<file path="config.mk">
export PLATFORM = sky130hd
export DESIGN_NAME = vga_timing_gen
export DESIGN_NICKNAME = d
export VERILOG_FILES = /design/src/rtl/vga_timing_pkg.sv /design/src/rtl/vga_pix_div.sv /design/src/rtl/vga_timing_gen.sv
export SDC_FILE = /design/constraint.sdc
export NUM_CORES = 1
export LEC_CHECK = 0
export ABC_CLOCK_PERIOD_IN_PS = 5100
export CORE_AREA = 2 2 80 67
export DETAILED_ROUTE_END_ITERATION = 8
export DIE_AREA = 0 0 82 69
export PLACE_DENSITY = 0.83
export SYNTH_ARGS = -nofsm -noshare
export SYNTH_HDL_FRONTEND = slang
export SYNTH_HIERARCHICAL = 1
export SYNTH_SLANG_ARGS = --single-unit
</file>
<file path="constraint.sdc">
create_clock -name Clk -period 5.1 [get_ports Clk]
set_input_delay 1.275 -clock Clk [delete_from_list [all_inputs] [get_ports Clk]]
set_output_delay 1.275 -clock Clk [all_outputs]
set_load 0.01 [all_outputs]
</file>
<file path="src/rtl/vga_timing_pkg.sv">
// Shared VGA 640x480@60 timing constants and the coordinate type used by
// vga_timing_gen, color_mapper and the game-object motion blocks.
package vga_timing_pkg;

  localparam int unsigned COORD_W   = 11;
  typedef logic [COORD_W-1:0] coord_t;

  localparam int unsigned H_VISIBLE = 640;
  localparam int unsigned H_FP      = 16;
  localparam int unsigned H_SYNC    = 96;
  localparam int unsigned H_BP      = 48;
  localparam int unsigned V_VISIBLE = 480;
  localparam int unsigned V_FP      = 10;
  localparam int unsigned V_SYNC    = 2;
  localparam int unsigned V_BP      = 33;
  localparam int unsigned CLK_DIV   = 2;

  localparam int unsigned H_TOTAL   = H_VISIBLE + H_FP + H_SYNC + H_BP;
  localparam int unsigned V_TOTAL   = V_VISIBLE + V_FP + V_SYNC + V_BP;

endpackage

</file>
<file path="src/rtl/vga_pix_div.sv">
// Pixel-rate divider.
//   clk     : system clock
//   rst_n   : asynchronous active-low reset
//   pix_en  : high on the last system-clock cycle of every pixel slot
//   vga_clk : registered pixel clock, high for the second half of each slot
module vga_pix_div #(
  parameter int unsigned CLK_DIV = 2
) (
  input  logic clk,
  input  logic rst_n,
  output logic pix_en,
  output logic vga_clk
);
  import vga_timing_pkg::*;

  localparam int unsigned DIV_W = $clog2(CLK_DIV);
  localparam logic [DIV_W-1:0] DIV_LAST = DIV_W'(CLK_DIV - 1);
  localparam logic [DIV_W-1:0] DIV_HALF = DIV_W'(CLK_DIV / 2);

  if ((CLK_DIV < 2) || (CLK_DIV % 2 != 0)) begin : g_bad_div
    $error("vga_pix_div: CLK_DIV must be even and at least 2");
  end

  logic [DIV_W-1:0] div;
  logic [DIV_W-1:0] div_nxt;

  always_comb begin
    div_nxt = (div == DIV_LAST) ? '0 : div + 1'b1;
  end

  assign pix_en = (div == DIV_LAST);

  // vga_clk is registered from the next divider value so it tracks div
  // without lag: it rises mid-slot, away from the output-register update.
  always_ff @(posedge clk or negedge rst_n) begin
    if (!rst_n) begin
      div     <= '0;
      vga_clk <= 1'b0;
    end else begin
      div     <= div_nxt;
      vga_clk <= (div_nxt >= DIV_HALF);
    end
  end

endmodule

</file>
<file path="src/rtl/vga_timing_gen.sv">
// VGA raster timing generator with registered, mutually aligned DAC outputs.
//   Clk, Reset_n            : system clock, asynchronous active-low reset
//   Red_in/Green_in/Blue_in : color_mapper colour for the current DrawX/DrawY
//   DrawX, DrawY            : live pixel column/line counters (incl. blanking)
//   VGA_R/G/B               : registered colour, 0 while blanked
//   VGA_HS, VGA_VS          : registered active-low syncs
//   VGA_BLANK_N             : registered, high in the visible region
//   VGA_SYNC_N              : tied low
//   VGA_CLK                 : pixel clock to the DAC
//   frame_tick              : one-Clk pulse after the last visible pixel
module vga_timing_gen #(
  parameter int unsigned H_VISIBLE = vga_timing_pkg::H_VISIBLE,
  parameter int unsigned H_FP      = vga_timing_pkg::H_FP,
  parameter int unsigned H_SYNC    = vga_timing_pkg::H_SYNC,
  parameter int unsigned H_BP      = vga_timing_pkg::H_BP,
  parameter int unsigned V_VISIBLE = vga_timing_pkg::V_VISIBLE,
  parameter int unsigned V_FP      = vga_timing_pkg::V_FP,
  parameter int unsigned V_SYNC    = vga_timing_pkg::V_SYNC,
  parameter int unsigned V_BP      = vga_timing_pkg::V_BP,
  parameter int unsigned CLK_DIV   = vga_timing_pkg::CLK_DIV
) (
  input  logic                   Clk,
  input  logic                   Reset_n,
  input  logic [7:0]             Red_in,
  input  logic [7:0]             Green_in,
  input  logic [7:0]             Blue_in,
  output vga_timing_pkg::coord_t DrawX,
  output vga_timing_pkg::coord_t DrawY,
  output logic [7:0]             VGA_R,
  output logic [7:0]             VGA_G,
  output logic [7:0]             VGA_B,
  output logic                   VGA_HS,
  output logic                   VGA_VS,
  output logic                   VGA_BLANK_N,
  output logic                   VGA_SYNC_N,
  output logic                   VGA_CLK,
  output logic                   frame_tick
);
  import vga_timing_pkg::*;

  localparam int unsigned H_TOT = H_VISIBLE + H_FP + H_SYNC + H_BP;
  localparam int unsigned V_TOT = V_VISIBLE + V_FP + V_SYNC + V_BP;

  if ((H_TOT >= (1 << COORD_W)) || (V_TOT >= (1 << COORD_W))) begin : g_bad_total
    $error("vga_timing_gen: H/V totals must be below 2048");
  end

  localparam coord_t H_LAST   = coord_t'(H_TOT - 1);
  localparam coord_t V_LAST   = coord_t'(V_TOT - 1);
  localparam coord_t H_VIS    = coord_t'(H_VISIBLE);
  localparam coord_t V_VIS    = coord_t'(V_VISIBLE);
  localparam coord_t H_VIS_LAST = coord_t'(H_VISIBLE - 1);
  localparam coord_t V_VIS_LAST = coord_t'(V_VISIBLE - 1);
  localparam coord_t HS_START = coord_t'(H_VISIBLE + H_FP);
  localparam coord_t HS_END   = coord_t'(H_VISIBLE + H_FP + H_SYNC);
  localparam coord_t VS_START = coord_t'(V_VISIBLE + V_FP);
  localparam coord_t VS_END   = coord_t'(V_VISIBLE + V_FP + V_SYNC);

  logic   pix_en;
  coord_t hc;
  coord_t vc;
  logic   visible;
  logic   hs_raw;
  logic   vs_raw;

  vga_pix_div #(
    .CLK_DIV (CLK_DIV)
  ) u_pix_div (
    .clk     (Clk),
    .rst_n   (Reset_n),
    .pix_en  (pix_en),
    .vga_clk (VGA_CLK)
  );

  always_ff @(posedge Clk or negedge Reset_n) begin
    if (!Reset_n) begin
      hc <= '0;
      vc <= '0;
    end else if (pix_en) begin
      if (hc == H_LAST) begin
        hc <= '0;
        vc <= (vc == V_LAST) ? '0 : vc + 1'b1;
      end else begin
        hc <= hc + 1'b1;
      end
    end
  end

  assign DrawX = hc;
  assign DrawY = vc;

  always_comb begin
    visible = (hc < H_VIS) && (vc < V_VIS);
    hs_raw  = !((hc >= HS_START) && (hc < HS_END));
    vs_raw  = !((vc >= VS_START) && (vc < VS_END));
  end

  // Everything sampled here comes from the pixel that is ending, so RGB,
  // syncs and blanking leave on the same edge with one pixel of latency.
  always_ff @(posedge Clk or negedge Reset_n) begin
    if (!Reset_n) begin
      VGA_R       <= '0;
      VGA_G       <= '0;
      VGA_B       <= '0;
      VGA_HS      <= 1'b1;
      VGA_VS      <= 1'b1;
      VGA_BLANK_N <= 1'b0;
      frame_tick  <= 1'b0;
    end else begin
      frame_tick <= pix_en && (hc == H_VIS_LAST) && (vc == V_VIS_LAST);
      if (pix_en) begin
        VGA_R       <= visible ? Red_in   : '0;
        VGA_G       <= visible ? Green_in : '0;
        VGA_B       <= visible ? Blue_in  : '0;
        VGA_HS      <= hs_raw;
        VGA_VS      <= vs_raw;
        VGA_BLANK_N <= visible;
      end
    end
  end

  assign VGA_SYNC_N = 1'b0;

endmodule

</file>
# Word-level counts from Yosys, hierarchy flattened

Cells that the tools add are included.

Register bits after elaboration: 52
Output and inout bits: 52
Bits of input ports: 26

Reduce and logical (&&, ||, !) cells: 8
Order comparisons: 7
Add/sub/neg operators: 3
Equal/unequal tests: 4
Multiplexer cells: 6

Operators by type and width:

| cell                                                                     | number |
|---|---|
| 11-bit by 10-bit == test with 1-bit output (second input constant)       | 3 |
| 8-bit two-way mux                                                        | 3 |
| 11-bit by 1-bit adder with 11-bit output (second input constant)         | 2 |
| 11-bit by 10-bit < comparator with 1-bit output (second input constant)  | 2 |
| 11-bit by 9-bit < comparator with 1-bit output (second input constant)   | 2 |
| 11-bit two-way mux                                                       | 2 |
| 11-bit by 9-bit == test with 1-bit output (second input constant)        | 1 |
| 11-bit by 10-bit >= comparator with 1-bit output (second input constant) | 1 |
| 11-bit by 9-bit >= comparator with 1-bit output (second input constant)  | 1 |
| 1-bit logical AND                                                        | 5 |
| 1-bit logical NOT                                                        | 2 |
| 2-bit AND reduction                                                      | 1 |
| 1-bit adder (second input constant)                                      | 1 |
| 1-bit >= comparator (second input constant)                              | 1 |
| 1-bit two-way mux                                                        | 1 |

# Logic depth before layout (Yosys ltp)

Gate-level depths: netlist of run 1.

Depth after elaboration: 3
Gate-level depth with buffers: 6

# By module

The synthesis of run 1 kept the hierarchy.

Modules (own cells, without submodules):

| module         | area an instance (um2) | cells each | seq. area each (um2) | instances |
|---|---|---|---|---|
| vga_timing_gen | 2259.7                 | 201        | 1253.7               | 1 |
| vga_pix_div    | 36.3                   | 3          | 25.0                 | 1 |

# Worst setup path after synthesis of run 1

Ideal clock, no wire load.

Kind: register to output
Start point: reg u_pix_div/pix_en (netlist name)
End point: out VGA_CLK
Stages on the path, launching flop included: 2
Path buffers: 1
Slack: 3267 ps
Arrival time: 558 ps
Cells stage by stage: dfrtp_1 buf_4

RTL lines:

| what          | line                 | RTL |
|---|---|---|
| end, declared | vga_timing_gen.sv:36 | `output logic VGA_CLK,` |

==> results of run 1 <==
kinds of logic (layout without fill, tap and decap cells):
| kind of cell | Yosys count | in the layout | synth area share |
|---|---|---|---|
| other | 1 | 1 | 0.00163 |
| buffers and inverters | 19 | 95 | 0.0376 |
| AO/OA/AOI/OAI | 49 | 49 | 0.161 |
| AND/OR/NAND/NOR | 70 | 70 | 0.184 |
| flip-flops | 51 | 51 | 0.557 |
| multiplexers | 2 | 2 | 0.00872 |
| XOR/XNOR | 9 | 9 | 0.0343 |
| adder cells (fa/ha/maj) | 3 | 3 | 0.0164 |
per-layer routing:
| metal | global-route usage | wire length, um | part of all wire |
|---|---|---|---|
| met4 | 0.0444 | 59 | 0.011 |
| met5 | 0 | 0 | 0 |
| met3 | 0.0432 | 270 | 0.049 |
| met1 | 0.300 | 2550 | 0.46 |
| met2 | 0.304 | 2650 | 0.48 |
report_power, final:
| group | internal (mW) | switching, mW | total [mW] |
|---|---|---|---|
| registers | 0.414 | 0.00559 | 0.419 |
| logic | 0.0393 | 0.0218 | 0.0612 |
| clock network | 0.111 | 0.131 | 0.242 |
placed cells by master (no fill, tap or decap), drive strengths merged, types with 6 or more instances in the layout:
cell type       n
clkdlybuf4s50  75
dfrtp          49
a22o           27
nor2           13
nand3          13
nand2           9
inv             9
o21ai           9
nand4           7
clkbuf          6
final cells by class:
type	instances	area share
Sequential cell	51	0.401
Multi-Input combinational cell	134	0.292
Timing Repair Buffer	78	0.242
Clock buffer	6	0.0259
Tap cell	62	0.0243
Inverter	9	0.0106
Clock inverter	2	0.00510
through the flow:
stage	setup slack (ps)	utilization	power [mW]	hold slack (ps)
6_report	2220	0.660	0.723	507
5_1_grt	2140	0.660	0.758	522
4_1_cts	2220	0.660	0.731	505
3_5_place_dp	2560	0.639	0.489	487
3_3_place_gp	2600	0.639	0.488	463
2_1_floorplan	3270	-	0.441	490
worst max path at each step:
stage | startpoint | to | slack, ps | depth (start not counted)
global placement | u_pix_div/pix_en$_DFF_PN0_ | VGA_CLK | 2600 | 1
global route | u_pix_div/pix_en$_DFF_PN0_ | VGA_CLK | 2140 | 1
CTS | u_pix_div/pix_en$_DFF_PN0_ | VGA_CLK | 2220 | 1
floorplan | u_pix_div/pix_en$_DFF_PN0_ | VGA_CLK | 3270 | 1
finish | u_pix_div/pix_en$_DFF_PN0_ | VGA_CLK | 2220 | 1
detailed placement | u_pix_div/pix_en$_DFF_PN0_ | VGA_CLK | 2560 | 1
flip-flops by register name (all words and copies together), names as in the netlist:
signal            cells
DrawX                11
DrawY                11
VGA_B                 8
VGA_BLANK_N           1
VGA_G                 8
VGA_HS                1
VGA_R                 8
VGA_VS                1
frame_tick            1
u_pix_div/pix_en      1
==> reports/results.tsv, run 1 <==
stage	metric	value	unit
final_layout	fin_cells	342	
logic_synthesis	synth.yosys.seq_area_share	0.557	
floorplan	rows	23	
logic_synthesis	syn_nets	233	
logic_synthesis	ys_ff_latch	51	
logic_synthesis	synth_commonest_cells	dfrtp_1 (49), a22o_1 (27), nand3_1 (13), nor2_1 (13), nand2_1 (9)	
timing	tns	0	ps
floorplan	die_w	82	um
critical_path	worst-setup-path-type	flop to output port	
logic_synthesis	synth.area.top_cells	dfrtp_1 (53%), a22o_1 (10%), nand3_1 (2.8%)	
logic_synthesis	synth_area_per_cell	11.3	sq um
timing	skew	10.2	ps
flow_run	timing.max_cap.violations	0	
timing	finalSetupViolCount	0	
floorplan	die_area	0.00566	sq mm
floorplan	start_util	0.475	
global_routing	grt_start_max_net_pins	52	
timing	tightest_slew	633	ps
hold_path	worstHoldStart	VGA_BLANK_N$_DFFE_PN0P_	
hold_path	hold_end	VGA_BLANK_N$_DFFE_PN0P_	
final_layout	multi_input_area	931	sq um
global_routing	grt_pass1_vias	1785	
timing	finalHoldViolCount	0	
detailed_routing	drt_pass1_iterations	4	
final_layout	final_area	0.00319	sq mm
critical_path	crit_family	flip-flops	
critical_path	rr_worst_depth	5	
power_and_ir_drop	p_leak	1.37	nW
detailed_routing	wl	5.53	mm
detailed_routing	vias_per_cell	5.61	
power_and_ir_drop	p_per_area	226	mW/mm^2
critical_path	crit_buf_inv	1	
critical_path	crit_required	3830	ps
floorplan	ioPinCount	78	
critical_path	critPathLaunchType	flop	
logic_synthesis	synth-async-reset-ratio	1.00	
final_layout	final_nets	308	
timing	rsz0062_at_grt	no	
cts	clock_latency	300	ps
detailed_routing	drc	0	
place	port_buffers	76	
logic_synthesis	synth_flop_cell	dfrtp_1	
power_and_ir_drop	vdd.ir_drop.worst	0.000176	V
critical_path	regToRegStartpoint	DrawX[0]$_DFFE_PN0P_	
floorplan	core	0.00483	sq mm
detailed_routing	drt-initial-drc-count	205	
cts	clk_path_buf_depth	2	
global_routing	track_usage	0.202	
final_layout	diodes	0	
critical_path	rr_endpoint	DrawY[9]$_DFFE_PN0P_	
logic_synthesis	synth_top_area_cell	dfrtp_1	
cts	h-tree-depth	2	
critical_path	rrSetupSlack	2870	ps
place	gp_congestion	0.851	
timing	maxSlewHeadroom	0.578	
cts	cts_root_buf	clkbuf_8	
hold_path	hold_path_depth	1	
cts	cts_resized	0	
cts	tritoncts	done	
floorplan	die_h	69	um
critical_path	cp.arrival	1610	ps
timing	fmax	0.347	GHz
final_layout	syn_to_final_growth	39.0	%
global_routing	antenna_found_initial	0	
timing	timing.final.max_slew_violations	0	
logic_synthesis	synth_cell_types	38	
place	dpl.hpwl	3.93	mm
detailed_routing	via_count	1918	
critical_path	slowest_stage	dfrtp_1	
cts	clock_sinks	51	
detailed_routing	wl_per_cell	16.2	um
logic_synthesis	postSynthCellCount	204	
final_layout	drive_gt1_frac	0.0679	
final_layout	fill_cells	378	
critical_path	cp_max_fo	16	
logic_synthesis	yosysWarnings	6	
global_routing	grt_overflow	0	
outcome	status	finished, final reports clean	
cts	path_clk_slew	90	ps
logic_synthesis	syn-cell-area	0.00230	sq mm
global_routing	grt_pass1_wl	9.03	mm
cts	post_cts_buffers	0	
cts	cts_buffers	5	
detailed_routing	ant_nets	0	
logic_synthesis	synth.most_common_cell	dfrtp_1	
hold_path	min_path_type	flop to flop	
place	dp.cells	334	
timing	period_share	0.565	
final_layout	register_area	0.00128	sq mm
critical_path	path_cells	clkdlybuf4s50_1	
timing	period_needed	2880	ps
cts	holdBufCountCts	0	
critical_path	cpPeakStageDelay	680	ps
critical_path	worst_setup_path_end_kind	output port	
logic_synthesis	synth_edf_count	0	
place	dpl_cell_area	0.00309	sq mm
logic_synthesis	netlist.area_leader.share	0.534	
Power figures use the tool's default switching activity.
==> run 2, diff against run 1 <==
--- a/config.mk
+++ b/config.mk
@@ -5,11 +5,11 @@
 export SDC_FILE = /design/constraint.sdc
 export NUM_CORES = 1
 export LEC_CHECK = 0
-export ABC_CLOCK_PERIOD_IN_PS = 5100
-export CORE_AREA = 2 2 80 67
+export ABC_CLOCK_PERIOD_IN_PS = 2650
+export CORE_AREA = 2 2 87 72
 export DETAILED_ROUTE_END_ITERATION = 8
-export DIE_AREA = 0 0 82 69
-export PLACE_DENSITY = 0.83
+export DIE_AREA = 0 0 89 74
+export PLACE_DENSITY = 0.75
 export SYNTH_ARGS = -nofsm -noshare
 export SYNTH_HDL_FRONTEND = slang
 export SYNTH_HIERARCHICAL = 1
==> constraint.sdc (replaced) <==
create_clock -name Clk -period 2.65 [get_ports Clk]
set_input_delay 0.6625 -clock Clk [delete_from_list [all_inputs] [get_ports Clk]]
set_output_delay 0.6625 -clock Clk [all_outputs]
set_load 0.01 [all_outputs]
==> run 2 against run 1 <==
Clock skew is 4.1 ps lower; via count up 1.1%; largest cell class unchanged; register-to-register slack got worse by 2300 ps; first-iteration DRC count fell by 62%; count of clock-buffer cells in the layout decreased by 1; die area is 16% higher; critical path depth is 4 higher; wire length decreased by 0.34%; power increased by 89%; design area increased by 1.1%; sequential share of layout area fell by 0.45 points; sequential cell count unchanged.
==> reports/results.tsv, run 2 (same netlist as run 1, synthesis figures left out) <==
stage	metric	value	unit	change
outcome	status	finished, final reports clean		
timing	timing.hold.ws	287	ps	-220 ps
detailed_routing	dr_wl_met3	359	um	+33%
hold_path	min_path_type	input pin to asynchronous set/reset pin		
detailed_routing	dr_wl_met2	2.47	mm	-6.6%
place	dp.cells	356		+6.6%
detailed_routing	ant_nets	0		unchanged
cts	cts_resized	0		unchanged
critical_path	cpPeakStageDelay	620	ps	-60 ps
detailed_routing	wl	5.51	mm	-0.34%
global_routing	grt_overflow	0		unchanged
cts	path_clk_slew	90	ps	about the same
final_layout	final_nets	311		+0.97%
timing	setup_slack	541	ps	-1680 ps
global_routing	grt_start_max_net_pins	28		-46%
place	gp_congestion	0.861		+1.2%
timing	finalHoldViolCount	0		unchanged
cts	clock_sinks	51		unchanged
floorplan	rows	25		+8.7%
cts	cts_buffers	5		unchanged
timing	finalSetupViolCount	0		unchanged
timing	timing.final.max_slew_violations	0		unchanged
critical_path	crit_buf_inv	0		-1
final_layout	fill_cells	526		+39%
cts	clk_path_buf_depth	2		unchanged
power_and_ir_drop	p_per_area	424	mW/mm^2	+87%
flow_run	timing.max_cap.violations	0		unchanged
global_routing	antenna_found_initial	0		unchanged
detailed_routing	wl_met1	2.61	mm	+2.0%
cts	tritoncts	done		
timing	period_needed	2110	ps	
cts	holdBufCountCts	0		unchanged
timing	fmax	0.474	GHz	
final_layout	postLayoutCoreUtil	0.561		-0.0993
critical_path	cp_max_fo	10		-6
critical_path	path_cells	ha_1, and4_1, nand4_1, or4_1, o21ai_1		
floorplan	core	0.00576	sq mm	+19%
critical_path	worst_setup_path_end_kind	flop		
critical_path	critPathLaunchType	flop		
detailed_routing	via_count	1939		+1.1%
floorplan	die_h	74	um	+7.2%
final_layout	diodes	0		unchanged
cts	clock_latency	300	ps	about the same
critical_path	worstSetupStartpoint	DrawX[0]$_DFFE_PN0P_		
power_and_ir_drop	power	1.37	mW	+89%
final_layout	final_cell_mix	clkdlybuf4s50_1 (75), dfrtp_1 (49), a22o_1 (27), nor2_1 (13), nand3_1 (13)		
place	preCtsSetupSlack	606	ps	-1950 ps
detailed_routing	vias_per_cell	5.33		-5.0%
critical_path	slowest_stage	or4_1		
global_routing	grt_pass1_wl	8.89	mm	-1.5%
detailed_routing	wl_per_cell	15.1	um	-6.4%
timing	skew	6.13	ps	-4.09 ps
place	dpl.hpwl	4.00	mm	+1.9%
floorplan	ioPinCount	78		unchanged
floorplan	die_area	0.00659	sq mm	+16%
final_layout	final_area	0.00323	sq mm	+1.1%
power_and_ir_drop	vdd.ir_drop.worst	0.000216	V	+23%
detailed_routing	drc	0		unchanged
critical_path	worst-setup-path-type	flop to flop		
detailed_routing	drt_pass1_iterations	4		unchanged
cts	cts_root_buf	clkbuf_8		
critical_path	regToRegStartpoint	DrawX[0]$_DFFE_PN0P_		
final_layout	fin_cells	364		+6.4%
place	dpl_cell_area	0.00314	sq mm	+1.5%
detailed_routing	top_layer_used	met4		
cts	post_cts_buffers	0		unchanged
power_and_ir_drop	p_leak	1.38	nW	+0.43%
floorplan	start_util	0.399		-0.0760
global_routing	track_usage	0.177		-0.0252
final_layout	drive_gt1_frac	0.0777		+0.00988
critical_path	cp.arrival	2340	ps	+730 ps
global_routing	grt_pass1_vias	1895		+6.2%
floorplan	die_w	89	um	+8.5%
critical_path	crit_required	2880	ps	-950 ps
final_layout	syn_to_final_growth	40.5	%	
final_layout	final_common_cell	clkdlybuf4s50_1		
cts	h-tree-depth	2		unchanged
timing	period_share	0.796		
detailed_routing	drt-initial-drc-count	78		-62%
place	port_buffers	76		unchanged
timing	tns	0	ps	unchanged
timing	rsz0062_at_grt	no		
critical_path	crit_family	simple AND/OR/NAND/NOR gates		
[run 2: metal layers]
| layer | track usage | up-vias |
|---|---|---|
| met3 | 0.0444 | 4 |
| met1 | 0.247 | 958 |
| met4 | 0.0746 | 0 |
| li1 | - | 909 |
| met5 | 0 | - |
| met2 | 0.265 | 68 |
[run 2: layout make-up]
| cell class | instances | area (sq um) | share of cell area |
|---|---|---|---|
| sequential | 51 | 1280 | 0.396 |
| multi-input combinational | 134 | 931 | 0.288 |
| timing repair buffer | 81 | 793 | 0.246 |
| tap | 81 | 101 | 0.0314 |
| clock buffer | 5 | 68.8 | 0.0213 |
| inverter | 9 | 33.8 | 0.0105 |
| clock inverter | 3 | 20.0 | 0.00620 |
[run 2: report_power, final]
| group | total, mW | internal (mW) | leakage (nW) | switching, mW |
|---|---|---|---|---|
| combinational | 0.118 | 0.0767 | 0.705 | 0.0418 |
| clock | 0.443 | 0.184 | 0.0402 | 0.259 |
| sequential | 0.806 | 0.796 | 0.630 | 0.00949 |
| total | 1.37 | 1.06 | 1.38 | 0.310 |
[run 2: worst paths after layout]
kind                                                end  slack [ps]  cells after the start
worst min-delay path               DrawY[0]$_DFFE_PN0P_         290                      1
worst max register to register     DrawY[9]$_DFFE_PN0P_         540                      5
min in group Clk                VGA_BLANK_N$_DFFE_PN0P_         500                      1
worst min register to register  VGA_BLANK_N$_DFFE_PN0P_         500                      1
max in group asynchronous            VGA_VS$_DFFE_PN1P_        1730                      2
worst max-delay path               DrawY[9]$_DFFE_PN0P_         540                      5
